**src/rtl/riscv_exp_fifo.sv**
```systemverilog
// Synchronous FIFO of expected write-back values with a flush input.
// Pointers carry one extra wrap bit to tell full from empty.
module riscv_exp_fifo #(
  parameter int unsigned DATA_W = 32,
  parameter int unsigned DEPTH  = 16
) (
  input  logic              clk_i,
  input  logic              rst_ni,
  input  logic              clr_i,
  input  logic              push_i,
  input  logic [DATA_W-1:0] data_i,
  input  logic              pop_i,
  output logic [DATA_W-1:0] data_o,
  output logic              full_o,
  output logic              empty_o
);

  localparam int unsigned AW = $clog2(DEPTH);

  logic [DATA_W-1:0] mem_q [DEPTH];
  logic [AW:0]       wr_ptr_q, wr_ptr_d;
  logic [AW:0]       rd_ptr_q, rd_ptr_d;
  logic              do_push, do_pop;

  assign full_o  = (wr_ptr_q[AW] != rd_ptr_q[AW]) && (wr_ptr_q[AW-1:0] == rd_ptr_q[AW-1:0]);
  assign empty_o = (wr_ptr_q == rd_ptr_q);
  // Full is judged before any same-cycle pop, so a push into a full FIFO is always refused.
  assign do_push = push_i & ~full_o & ~clr_i;
  assign do_pop  = pop_i & ~empty_o & ~clr_i;
  assign data_o  = mem_q[rd_ptr_q[AW-1:0]];

  always_comb begin
    wr_ptr_d = wr_ptr_q;
    rd_ptr_d = rd_ptr_q;
    if (clr_i) begin
      wr_ptr_d = '0;
      rd_ptr_d = '0;
    end else begin
      if (do_push) wr_ptr_d = wr_ptr_q + (AW+1)'(1);
      if (do_pop)  rd_ptr_d = rd_ptr_q + (AW+1)'(1);
    end
  end

  always_ff @(posedge clk_i or negedge rst_ni) begin
    if (!rst_ni) begin
      wr_ptr_q <= '0;
      rd_ptr_q <= '0;
    end else begin
      wr_ptr_q <= wr_ptr_d;
      rd_ptr_q <= rd_ptr_d;
    end
  end

  always_ff @(posedge clk_i) begin
    if (do_push) mem_q[wr_ptr_q[AW-1:0]] <= data_i;
  end

endmodule

```
**config.mk**
```make
export PLATFORM = sky130hd
export DESIGN_NAME = riscv_exp_fifo
export DESIGN_NICKNAME = d
export VERILOG_FILES = /design/src/rtl/riscv_exp_fifo.sv
export SDC_FILE = /design/constraint.sdc
export NUM_CORES = 1
export LEC_CHECK = 0
export ABC_AREA = 1
export ABC_CLOCK_PERIOD_IN_PS = 3700
export CAP_MARGIN = 40
export CORE_AREA = 2 2 198 200
export DETAILED_ROUTE_END_ITERATION = 16
export DIE_AREA = 0 0 200 202
export HOLD_SLACK_MARGIN = 0.06
export PLACE_DENSITY = 0.72
export SYNTH_ARGS = -nofsm -noshare
export SYNTH_HDL_FRONTEND = slang
export SYNTH_SLANG_ARGS = --single-unit
```
**constraint.sdc**
```tcl
create_clock -name clk_i -period 3.7 [get_ports clk_i]
set_input_delay 0.925 -clock clk_i [delete_from_list [all_inputs] [get_ports clk_i]]
set_output_delay 0.925 -clock clk_i [all_outputs]
set_load 0.005 [all_outputs]
```
==> summary.md <==
| Metric | Value |
|---|---|
| Layout filler cell count | 2733 |
| Place WS | 0.430 ns |
| Initial DRC Count | 1472 |
| Worst VDD drop | 0.000380 V |
| Critical path, cell by cell | buf_4 -> buf_6 -> o21ai_0 -> o211ai_1 -> nand2_1 -> nand2_1 -> clkdlybuf4s50_1 |
| Worst path arrival time | 2.77 ns |
| Final ANT Viol Nets | 0 |
| Initial antenna violation count | 0 |
| Critical path class | register to output pin |
| Period minus WS final | 3.69 ns |
| Fin nets | 1784 |
| Crit path required time | 2.77 ns |
| F_max | 271 MHz |
| Leak Pwr | 8.34 nW |
| Clock Power Share | 37.9% |
| HP Class | register to register |
| H-tree Lvls | 2 |
| Commonest non-fill, non-tap cell in the layout | edfxtp_1 |
| Post-route cell area | 0.0242 sq mm |
| Synth Area per Inst | 12.6 sq um |
| Max transition margin | 58.9% |
| Crit path max-delay family | buffers and inverters |
| Sw frac | 23.5% |
| Clk slew on worst S/H paths | 0.06 ns |
| Sequential power share | 52.0% |
| P&R area growth vs syn | 16.1% |
| Placed Cells incl. Taps | 2196 |
| Initial core utilization | 54.5% |
| Vias in the first global route | 12800 |
| Mapped Cells | 1661 |
| Outcome | complete, no violations |
| Period utilization | 99.8% |
| GRT Total Usage | 25.6% |
| CP Launch Type | register |
| Clock root cell | clkbuf_16 |
| Num CTS Buffers | 49 |
| Num ports | 71 |
| Final Hold Viols | 0 |
| Yosys reg bits | 522 |
| Share of layout cells above drive strength 1 | 8.92% |
| DIE AREA | 0.0404 sq mm |
| Sequential area share after synthesis | 74.9% |
| Via count | 13600 |
| Clock Sinks | 522 |
| Most frequent cells in the layout | 512 x edfxtp_1, 392 x nand2_1, 183 x nor2_1 |
| DPL Wire Length | 27000 um |
| GRT Residual Overflow | 0 |
| Placed Area | 0.0224 sq mm |
| Final Max Slew Viols | 0 |
| Drt pass-1 iters | 5 |
| Setup crit end kind | output pin |
| Largest fanout on the critical path | 20 |
| Logic pwr share | 10.1% |
| Yosys cell types | 29 |
| Critical Path Most Common Cell | nand2_1 |
| Antenna diodes | 0 |
| WHS | 0.592 ns |
| WL/cell | 23.1 um |
| Max cap viols | 0 |
| Die height | 202 um |
| Critical Path Max Stage Delay | 0.59 ns |
| Clk buf depth | 3 |
| Post-Layout Cell Count | 2301 |
| GPL Wtd Cong | 0.773 |
| Critical path's slowest cell | dfrtp_4 |
| YS warnings | 0 |
| Largest net degree at the start of global routing | 81 |
| Total Power | 12.6 mW |
| PwrDens | 521 mW/mm^2 |
| Syn_nets | 1703 |
| Port Buf Inserts | 70 |
| Horiz. Die Dim | 200 um |
| First-pass GRT wire length | 77000 um |
| Setup Viol. Count Final | 0 |
| Core Footprint | 0.0383 sq mm |
| Clk_skew | 0.0182 ns |
| Remaining DRCs | 0 |
| Netlist Area Pre-Place | 0.0209 sq mm |
| Post-Route WL | 53200 um |
| TritonCTS clock tree | done |
| Worst slew pin tran | 0.614 ns |
| Internal power | 9.66 mW |
| Vias/cell | 5.90 |
| Worst path bufs/invs | 3 |
| P_sw | 2.96 mW |
| Clock latency on the worst-skew pair | 0.58 ns |
| Final WS setup | 0.00812 ns |
| Std cell rows | 72 |
-- worst min-delay path, stage by stage (launching register included) --
cell     delay, ns
dfrtp_1       0.41
nand3_1       0.10
nand2_1       0.06
-- through the flow --
| step | setup TNS (ns) | util, % |
|---|---|---|
| floorplan | 0 | - |
| global placement | 0 | 58.5 |
| detailed placement | 0 | 58.5 |
| CTS | 0 | 62.7 |
| global route | -0.189 | 63.2 |
| finish | 0 | 63.2 |
-- cells by family after synthesis --
family / count (synthesis) / synth area share (%)
compound gates: 323 / 8.51
xor+xnor: 4 / 0.168
fa+ha+maj: 5 / 0.300
buf+inv: 119 / 2.87
flops: 522 / 74.9
simple gates: 688 / 13.2
-- flip-flops by register name, summed over array words and instances (netlist names) --
register and count:
wr_ptr_q 5, mem_q 512, rd_ptr_q 5
-- power by group through the flow --
stage | logic [mW] | clock network, mW | registers [mW]
global placement | 1.09 | 0 | 6.68
global route | 1.38 | 5.06 | 6.56
detailed placement | 1.12 | 0 | 6.68
floorplan | 0.656 | 0 | 6.67
CTS | 1.17 | 4.81 | 6.56
finish | 1.28 | 4.78 | 6.56
-- what timing repair did --
| action | 4_1_cts | 5_1_grt |
|---|---|---|
| hold buffers | 0 | 0 |
| endpoints found under the setup margin | 29 | 25 |
| setup buffers | 3 | 2 |
| resized for setup | 11 | 9 |
| cloned | 2 | 6 |
-- worst paths after layout --
check	depth (start not counted)	start	slack, ns	to
max	7	rd_ptr_q[0]	0.008	data_o[1]
min reg2reg	2	rd_ptr_q[4]	0.59	rd_ptr_q[4]
min	2	rd_ptr_q[4]	0.59	rd_ptr_q[4]
min in group asynchronous	1	rst_ni	0.69	rd_ptr_q[4]
max reg2reg	9	rd_ptr_q[2]	0.71	mem_q[5][4]
max in group asynchronous	1	rst_ni	2.60	rd_ptr_q[0]
-- metal layers --
| layer | up-vias | global-route usage, % | wire, um |
|---|---|---|---|
| met5 | - | 0 | 0 |
| met4 | 0 | 8.17 | 1580 |
| met3 | 110 | 3.47 | 4730 |
| met2 | 710 | 42.3 | 25800 |
| met1 | 6633 | 35.5 | 21100 |
| li1 | 6118 | - | - |
-- synthesized netlist by cell type (all sizes together) --
master,n,area share (%)
nand4,10,0.30
xor2,3,0.13
inv,18,0.34
xnor2,1,0.042
dfrtp,10,1.2
o21ai,147,3.5
edfxtp,512,74
buf,69,2.0
o211ai,47,1.7
a31oi,15,0.45
nor2,202,3.7
clkbuf,32,0.58
nand2,396,7.2
o21bai,1,0.036
ha,5,0.30
o22ai,15,0.45
nand3,80,2.1
a21oi,98,2.4
-- area by class of cell --
class / instances / area, sq um / area share, %
Clock buffer: 63 / 1280 / 5.28
Clock inverter: 29 / 224 / 0.925
Inverter: 18 / 97.6 / 0.403
Multi-Input combinational cell: 1020 / 4760 / 19.7
Sequential cell: 522 / 15600 / 64.6
Tap cell: 518 / 648 / 2.68
Timing Repair Buffer: 129 / 1540 / 6.38
Timing Repair inverter: 2 / 20.0 / 0.0827
Power figures use the tool's default switching activity.
